<file path="src/rtl/fetch_stage.sv">
// Instruction-fetch stage of the pipelined MIPS core: PC, imem handshake, IF/ID register.
// Latency: the word fetched in cycle N is presented on ifid_* in cycle N+1 with a zero-wait memory.
// Backpressure: a hazard stall parks a returned word in hold_buf (no request issued) until stall falls.
//
// Ports:
//   clk, reset            rising-edge clock, synchronous active-high reset
//   imem_req/addr/ready/rdata   single-outstanding fetch handshake; rdata valid with ready
//   stall                 hazard-unit hold of IF/ID
//   pc_src, branch_taken  decoder redirect controls (2 = jump, 3 = jr)
//   branch_target, jr_target   ID-computed redirect targets
//   ifid_instr/pc4/valid  IF/ID pipeline register
//   opcode, func          decoder fields, zeroed for bubbles
module fetch_stage #(
  parameter logic [31:0] RESET_PC = 32'h0000_0000
) (
  input  logic        clk,
  input  logic        reset,
  output logic        imem_req,
  output logic [31:0] imem_addr,
  input  logic        imem_ready,
  input  logic [31:0] imem_rdata,
  input  logic        stall,
  input  logic [1:0]  pc_src,
  input  logic        branch_taken,
  input  logic [31:0] branch_target,
  input  logic [31:0] jr_target,
  output logic [31:0] ifid_instr,
  output logic [31:0] ifid_pc4,
  output logic        ifid_valid,
  output logic [5:0]  opcode,
  output logic [5:0]  func
);

  typedef enum logic [1:0] {FETCH, HOLD, DRAIN} state_t;

  state_t      state, state_nx;
  logic [31:0] pc, pc_nx;
  logic [31:0] req_addr, req_addr_nx;
  logic [31:0] hold_buf, hold_buf_nx;
  logic [31:0] instr_nx, pc4_nx;
  logic        valid_nx;

  logic        redirect;
  logic [31:0] target;
  logic [31:0] pc_plus4;

  // A redirect is only honoured for a real instruction that is leaving ID this cycle.
  assign redirect = ifid_valid & ~stall & (pc_src[1] | branch_taken);
  assign pc_plus4 = pc + 32'd4;

  always_comb begin
    target = branch_target;
    if (pc_src == 2'd3)
      target = jr_target;
    else if (pc_src == 2'd2)
      target = {ifid_pc4[31:28], ifid_instr[25:0], 2'b00};
  end

  // The address presented to memory is always the registered request address,
  // so it cannot move while a request is outstanding.
  assign imem_addr = req_addr;

  always_comb begin
    state_nx    = state;
    pc_nx       = pc;
    req_addr_nx = req_addr;
    hold_buf_nx = hold_buf;
    instr_nx    = ifid_instr;
    pc4_nx      = ifid_pc4;
    valid_nx    = ifid_valid;
    imem_req    = 1'b0;

    case (state)
      FETCH: begin
        imem_req = ~reset;
        if (imem_ready) begin
          if (redirect) begin
            // Wrong-path word is dropped; no delay slot.
            pc_nx       = target;
            req_addr_nx = target;
            valid_nx    = 1'b0;
          end else if (stall) begin
            // Park the word; req_addr stays so HOLD knows nothing new was asked for.
            hold_buf_nx = imem_rdata;
            pc_nx       = pc_plus4;
            state_nx    = HOLD;
          end else begin
            instr_nx    = imem_rdata;
            pc4_nx      = pc_plus4;
            valid_nx    = 1'b1;
            pc_nx       = pc_plus4;
            req_addr_nx = pc_plus4;
          end
        end else if (redirect) begin
          // Request still in flight: keep its address stable and drain it first.
          pc_nx    = target;
          valid_nx = 1'b0;
          state_nx = DRAIN;
        end else if (!stall) begin
          // ID consumed the current instruction and nothing replaces it yet.
          valid_nx = 1'b0;
        end
      end

      HOLD: begin
        if (!stall) begin
          if (redirect) begin
            pc_nx       = target;
            req_addr_nx = target;
            valid_nx    = 1'b0;
          end else begin
            instr_nx    = hold_buf;
            pc4_nx      = pc;
            valid_nx    = 1'b1;
            req_addr_nx = pc;
          end
          state_nx = FETCH;
        end
      end

      DRAIN: begin
        imem_req = ~reset;
        if (imem_ready) begin
          req_addr_nx = pc;
          state_nx    = FETCH;
        end
      end

      default: state_nx = FETCH;
    endcase
  end

  always_ff @(posedge clk) begin
    if (reset) begin
      state      <= FETCH;
      pc         <= RESET_PC;
      req_addr   <= RESET_PC;
      hold_buf   <= 32'd0;
      ifid_instr <= 32'd0;
      ifid_pc4   <= 32'd0;
      ifid_valid <= 1'b0;
    end else begin
      state      <= state_nx;
      pc         <= pc_nx;
      req_addr   <= req_addr_nx;
      hold_buf   <= hold_buf_nx;
      ifid_instr <= instr_nx;
      ifid_pc4   <= pc4_nx;
      ifid_valid <= valid_nx;
    end
  end

  assign opcode = ifid_valid ? ifid_instr[31:26] : 6'd0;
  assign func   = ifid_valid ? ifid_instr[5:0]   : 6'd0;

endmodule

</file>
<file path="config.mk">
export PLATFORM = sky130hd
export DESIGN_NAME = fetch_stage
export DESIGN_NICKNAME = d
export VERILOG_FILES = /design/src/rtl/fetch_stage.sv
export SDC_FILE = /design/constraint.sdc
export NUM_CORES = 1
export LEC_CHECK = 0
export ABC_CLOCK_PERIOD_IN_PS = 2530
export CAP_MARGIN = 20
export CORE_ASPECT_RATIO = 0.7
export CORE_MARGIN = 1
export CORE_UTILIZATION = 52
export CTS_CLUSTER_SIZE = 10
export DETAILED_ROUTE_END_ITERATION = 10
export GPL_TIMING_DRIVEN = 1
export PLACE_DENSITY = 0.91
export SLEW_MARGIN = 10
export SYNTH_ARGS = -nofsm -noshare
export SYNTH_HDL_FRONTEND = slang
export SYNTH_SLANG_ARGS = --single-unit
</file>
<file path="constraint.sdc">
create_clock -name clk -period 2.53 [get_ports clk]
set_input_delay 0.3795 -clock clk [delete_from_list [all_inputs] [get_ports clk]]
set_output_delay 0.3795 -clock clk [all_outputs]
set_load 0.05 [all_outputs]
</file>
==> key figures, run 1 <==
Outcome
  – Status: finished clean

Setup path
  – Largest delay contributor family on the critical path: simple AND/OR/NAND/NOR gates
  – Cells along the critical path: inv_1 > ha_2 > buf_4 > nor2b_1 > buf_4 > nand4_1 > or2_2 > o311ai_0 > o21ai_0
  – CP Class: reg -> reg
  – Most numerous cell on the critical path: buf_4
  – CP max stage cell: dfxtp_1
  – CP startpoint: state[1]$_SDFFE_PP0P_
  – Worst setup EP type: flop
  – Worst setup SP type: flop
  – CP required: around 2800 ps
  – WP data arrival: 2670 ps
  – Buf/Inv on CP: 3
  – R2r startpoint: state[1]$_SDFFE_PP0P_
  – Crit Path Max Fanout: 16
  – Critical path's largest stage delay: 390 ps

Clock network
  – CTS buffer count: 17
  – Post-CTS Resized: 0
  – # hold bufs at CTS: 0
  – Clock root cell: clkbuf_16
  – CTS tree: yes
  – Deepest clock path buffer count: 2
  – Reg clk slew, reported paths: 70 ps
  – Worst-skew pair later-pin latency: 440 ps
  – H-tree lvl count: 4
  – # Post-CTS Setup Buffers: 0
  – Sink Count: 163

GRT
  – Global-route wire length before repair: 57300 µm
  – Largest net degree at the start of global routing: 69
  – Number of global-route vias before repair: 10100
  – Global route total overflow: 0
  – GRT Util Overall: 40.2%
  – Initial antenna violation count: 0

Timing
  – # setup viols final: 0
  – Final hold violations: 0
  – FMAX: 424 MHz
  – Slew HR: approximately 27%
  – Final WS setup: 171 ps
  – Slew @ Worst Pin: 1090 ps
  – Setup_tns: 0 ps
  – Fin crit share: between 90% and 100%
  – Final min period: 2360 ps
  – RSZ-0062 raised after global routing: no
  – Worst Skew: 10.6 ps
  – Number of pins with negative max-slew slack in the final report: 0
  – Hold_ws: roughly 300 ps

Synth
  – Synth Instances: about 1200
  – Yosys warnings: 0
  – Register area share after synthesis: between 30% and 40%
  – Top-area cell type share of the netlist area: 34.0%
  – Number of flops mapped to enable cells by yosys: 0
  – Synth top cells by count: dfxtp_1, a21oi_1, nand2_1, nor2_1, o21ai_0
  – Cell variety after synth: 77
  – Syn avg cell area: 7.91 µm²
  – Top cell type by total area after synthesis: dfxtp_1
  – Top post-synthesis cells by area: dfxtp_1, mux2i_1, a21oi_1, a211oi_1, nand2_1
  – Count leader, synth: dfxtp_1
  – Syn nets: between 1000 and 1500
  – Cell Area, Synth: just under 10000 µm²
  – Synthesized flop and latch total: 163
  – Ys async rst share: 0%
  – Predominant post-synthesis flop cell: dfxtp_1

Die
  – Row count: 41
  – Core area: 18100 µm²
  – Initial core utilization: 53.2%
  – Top-Level Pins: between 200 and 250
  – Die Height: 116 µm
  – Die Area: 19000 µm²
  – DIE WIDTH: about 160 µm

Detailed routing
  – Post-route ant nets: 0
  – Via-to-Cell Ratio: 6.34
  – DR iter-0 viols: 1386
  – Pre-Repair DR Iteration Count: 6
  – Via Count: 10900
  – Detail-routed net length per standard cell: 22.2 µm
  – WL final: 38200 µm
  – Remaining DRCs: 0

Place
  – Port Buffer Count: around 210
  – HPWL Detailed: approximately 28000 µm
  – GPL Wtd Cong: 0.994
  – Pre-CTS setup slack: -32.8 ps

Layout
  – Synth-to-layout area growth: 37.8%
  – Register area: 3260 µm²
  – Layout Nets: 1575
  – Fin util: 73.3%
  – Filler cell count: 1387
  – Diode count: 0
  – Share of layout cells above drive strength 1: 16.6%
  – Multi-input gate area: 5730 µm²

Job
  – Number of max-cap violations: 0

Power and ir drop
  – Int Power: approximately 5.3 mW
  – P_sw: 3.15 mW
  – Leak: just under 5 nW
  – Clock power frac: 32.0%
  – Cell Pwr Density: 639 nW/µm²
  – Comb power frac: roughly a third
  – Power Total: 8.46 mW
  – Sw Share: 37.2%
  – Maximum vdd drop: 0.000420 V
  – Reg power frac: 35.3%

Min path
  – Hold wc startpoint: reset
  – Min-Delay Path Class: in -> reg
[cells by family (layout without fill, tap and decap cells)]
| logic type | count (synthesis) | in the layout | share of synthesized area, % |
|---|---|---|---|
| mux | 88 | 88 | 9.42 |
| flops | 163 | 163 | 34.0 |
| buf+inv | 142 | 408 | 6.65 |
| simple gates | 400 | 400 | 20.5 |
| compound gates | 376 | 376 | 25.2 |
| xor+xnor | 40 | 40 | 3.65 |
| fa+ha+maj | 5 | 5 | 0.651 |
[layout by cell type, fill, tap and decap left out, types with 6 or more instances in the layout]
| cell | n |
|---|---|
| a211oi_1 | 70 |
| a21o_1 | 6 |
| a21oi_1 | 118 |
| a31oi_1 | 12 |
| and2_1 | 16 |
| and3_1 | 12 |
| buf_12 | 8 |
| buf_4 | 155 |
| clkbuf_16 | 17 |
| clkdlybuf4s50_1 | 196 |
| dfxtp_1 | 163 |
| inv_1 | 14 |
| inv_6 | 6 |
| mux2_2 | 19 |
| mux2i_1 | 67 |
| nand2_1 | 117 |
| nand2b_1 | 7 |
| nand3_1 | 31 |
| nand4_1 | 17 |
| nor2_1 | 112 |
| nor3_1 | 28 |
| nor4_1 | 17 |
| nor4_2 | 7 |
| o211ai_1 | 11 |
| o21ai_0 | 79 |
| o31ai_1 | 8 |
| xnor2_1 | 35 |
[power groups by stage]
stage	logic, mW	clock network, mW	registers, mW
after floorplan	1.07	0	3.50
after global placement	2.66	0	3.02
after detailed placement	2.70	0	3.03
after CTS	2.72	2.70	2.98
after global routing	2.90	2.82	3.01
final	2.77	2.71	2.99
[cell type report]
class	instances	share of cell area, %
flip-flops and latches	163	24.7
inverters	15	0.425
clock inverters	14	1.25
clock buffers	18	3.24
multi-input cells	909	43.3
repair buffers	361	24.9
well taps	236	2.23
[metal layers]
| layer | global-route usage, % | vias up | wire length, µm |
|---|---|---|---|
| met4 | 15.7 | 2 | 1390 |
| met2 | 62.4 | 762 | 16500 |
| li1 | - | 4937 | - |
| met1 | 53.3 | 5062 | 15300 |
| met3 | 10.3 | 115 | 4800 |
| met5 | 3.54 | - | 93 |
[worst reg2reg max path, cell delays in order, from the launching register on]
cell and delay [ps]:
dfxtp_1 390, inv_1 80, ha_2 220, buf_4 220, nor2b_1 130, buf_4 200, nand4_1 140, or2_2 360
o311ai_0 360, o21ai_0 130
[path summary, 6_finish.rpt]
path | end | slack (ps) | cells past startpoint
max | pc[22]$_SDFFE_PP0P_ | 170 | 9
min | pc[13]$_SDFFE_PP0P_ | 300 | 2
max reg2reg | pc[22]$_SDFFE_PP0P_ | 170 | 9
min reg2reg | hold_buf[7]$_SDFFE_PP0P_ | 460 | 2
[state kept, by name (all words and copies together) (netlist names)]
register,cells
hold_buf,32
ifid_instr,32
ifid_pc4,32
imem_addr,32
pc,32
state,2
ifid_valid,1
[stage by stage]
| stage | instance area [µm²] | cells |
|---|---|---|
| floorplan | 9610 | 1214 |
| global placement | 12600 | 1684 |
| detailed placement | 12600 | 1684 |
| CTS | 13200 | 1716 |
| global route | 13200 | 1716 |
| finish | 13200 | 1716 |
No activity file was read; power rests on OpenSTA's default activity.
==> run 2, diff against run 1 <==
CAP_MARGIN = default   (was 20)
==> results of run 2 <==
Same layout as run 1: the final DEF is identical, and so are final timing and power.
==> run 3, diff against run 2 <==
CTS_BUF_LIST = sky130_fd_sc_hd__clkbuf_16   (was default)
==> key figures, run 3 (synthesized netlist as in run 1, its figures left out) <==
Place
  – Placed cell areas: 12600 µm² (unchanged)
  – GPL Wtd Cong: 0.994 (unchanged)
  – HPWL Detailed: 27700 µm (unchanged)
  – Placed cells: 1684 (unchanged)
  – Pre-CTS setup slack: -32.8 ps (unchanged)
  – Port Buffer Count: 212 (unchanged)

Power and ir drop
  – Maximum vdd drop: 0.000418 V (-0.55%)
  – Cell Pwr Density: 639 nW/µm² (about the same)
  – Leak: 4.87 nW (about the same)

Die
  – Top-Level Pins: 213 (unchanged)
  – Initial core utilization: 53.2% (unchanged)
  – Die Height: 116 µm (unchanged)
  – Row count: 41 (unchanged)
  – Die Area: 19000 µm² (unchanged)
  – Core area: 18100 µm² (unchanged)
  – DIE WIDTH: 164 µm (unchanged)

Detailed routing
  – DR iter-0 viols: 1386 (unchanged)
  – WL final: 38200 µm (about the same)
  – Post-route ant nets: 0 (unchanged)
  – Pre-Repair DR Iteration Count: 6 (unchanged)
  – Detail-routed net length per standard cell: 22.2 µm (about the same)
  – Remaining DRCs: 0 (unchanged)
  – Via-to-Cell Ratio: 6.33 (-0.17%)
  – Via Count: 10900 (-0.17%)

Timing
  – Number of pins with negative max-slew slack in the final report: 0 (unchanged)
  – Worst Skew: 10.9 ps (+0.303 ps)
  – # setup viols final: 0 (unchanged)
  – Slew HR: 26.5% (-0.41 points)
  – Final WS setup: 176 ps (+4.98 ps)
  – Slew @ Worst Pin: 1100 ps (+6.10 ps)
  – Final min period: 2350 ps (-4.98 ps)
  – Hold_ws: 299 ps (+0.310 ps)
  – Final hold violations: 0 (unchanged)
  – Fin crit share: 93.0% (-0.20 points)
  – RSZ-0062 raised after global routing: no
  – FMAX: 425 MHz (+0.21%)
  – Setup_tns: 0 ps (unchanged)

Job
  – Number of max-cap violations: 0 (unchanged)

Clock network
  – Clock root cell: clkbuf_16
  – Deepest clock path buffer count: 2 (unchanged)
  – Reg clk slew, reported paths: 70 ps (about the same)
  – # Post-CTS Setup Buffers: 0 (unchanged)
  – Sink Count: 163 (unchanged)
  – Post-CTS Resized: 0 (unchanged)
  – CTS tree: yes
  – CTS buffer count: 17 (unchanged)
  – Worst-skew pair later-pin latency: 440 ps (about the same)
  – # hold bufs at CTS: 0 (unchanged)
  – H-tree lvl count: 4 (unchanged)

Setup path
  – R2r startpoint: state[1]$_SDFFE_PP0P_
  – CP required: 2840 ps (about the same)
  – Worst setup EP type: flop
  – Worst setup SP type: flop
  – CP startpoint: state[1]$_SDFFE_PP0P_
  – CP Class: reg -> reg
  – WP data arrival: 2660 ps (about the same)
  – Crit Path Max Fanout: 16 (unchanged)

Min path
  – Hold wc startpoint: reset
  – Min-Delay Path Class: in -> reg

Layout
  – Non-filler cells, final: 1716 (unchanged)
  – Finished Cell Area: 13200 µm² (unchanged)
  – Commonest non-fill, non-tap cells in the layout: clkdlybuf4s50_1, dfxtp_1, buf_4
  – Share of layout cells above drive strength 1: 16.6% (unchanged)
  – Layout Nets: 1575 (unchanged)
  – Synth-to-layout area growth: 37.8% (unchanged)
  – Filler cell count: 1387 (unchanged)
  – Commonest non-fill, non-tap cell in the layout: clkdlybuf4s50_1
  – Diode count: 0 (unchanged)

GRT
  – Initial antenna violation count: 0 (unchanged)
  – Global-route wire length before repair: 57300 µm (unchanged)
  – Largest net degree at the start of global routing: 69 (unchanged)
  – Global route total overflow: 0 (unchanged)
  – Number of global-route vias before repair: 10100 (unchanged)
  – GRT Util Overall: 40.2% (unchanged)

Outcome
  – Status: finished clean
[run 3: changes by cell type in the layout (fill, tap and decap cells not counted), sizes merged]
cell	delta
inv	+1
clkbuf	-1
[run 3: path summary, 6_finish.rpt]
check / endpoint / slack, ps / cells past startpoint
worst max register to register: pc[22]$_SDFFE_PP0P_ / 180 / 9
worst min register to register: hold_buf[22]$_SDFFE_PP0P_ / 460 / 2
worst min-delay path: pc[13]$_SDFFE_PP0P_ / 300 / 2
worst max-delay path: pc[22]$_SDFFE_PP0P_ / 180 / 9
[run 3: final cells by class]
class	count	area (µm²)	share of cell area (%)
Multi-Input combinational cell	909	5730	43.3
Timing Repair Buffer	361	3300	24.9
Sequential cell	163	3260	24.7
Clock buffer	17	425	3.21
Tap cell	236	295	2.23
Clock inverter	15	169	1.28
Inverter	15	56.3	0.425
[run 3: stage by stage]
stage | utilization [%] | power [mW]
floorplan | - | 4.57
global placement | 70.0 | 5.68
detailed placement | 70.0 | 5.73
CTS | 73.3 | 8.40
global route | 73.3 | 8.72
finish | 73.3 | 8.46
[run 3: report_power, final]
part | leakage, nW | switching, mW | internal, mW
combinational | 3.24 | 1.73 | 1.04
sequential | 1.33 | 0.199 | 2.79
clock | 0.295 | 1.21 | 1.49
[run 3: metal layers]
layer,global-route usage [%],vias to the layer above,part of all wire (%)
met5,3.54,-,0.24
met4,15.7,2,3.3
li1,-,4933,-
met3,10.3,98,12
met1,53.3,5071,40
met2,62.4,756,44
[run 3: critical path, cell delays in order, from the launching register on]
cell and delay, ps:
dfxtp_1 390, inv_1 80, ha_2 220, buf_4 220, nor2b_1 120, buf_4 200
nand4_1 130, or2_2 360, o311ai_0 360, o21ai_0 130
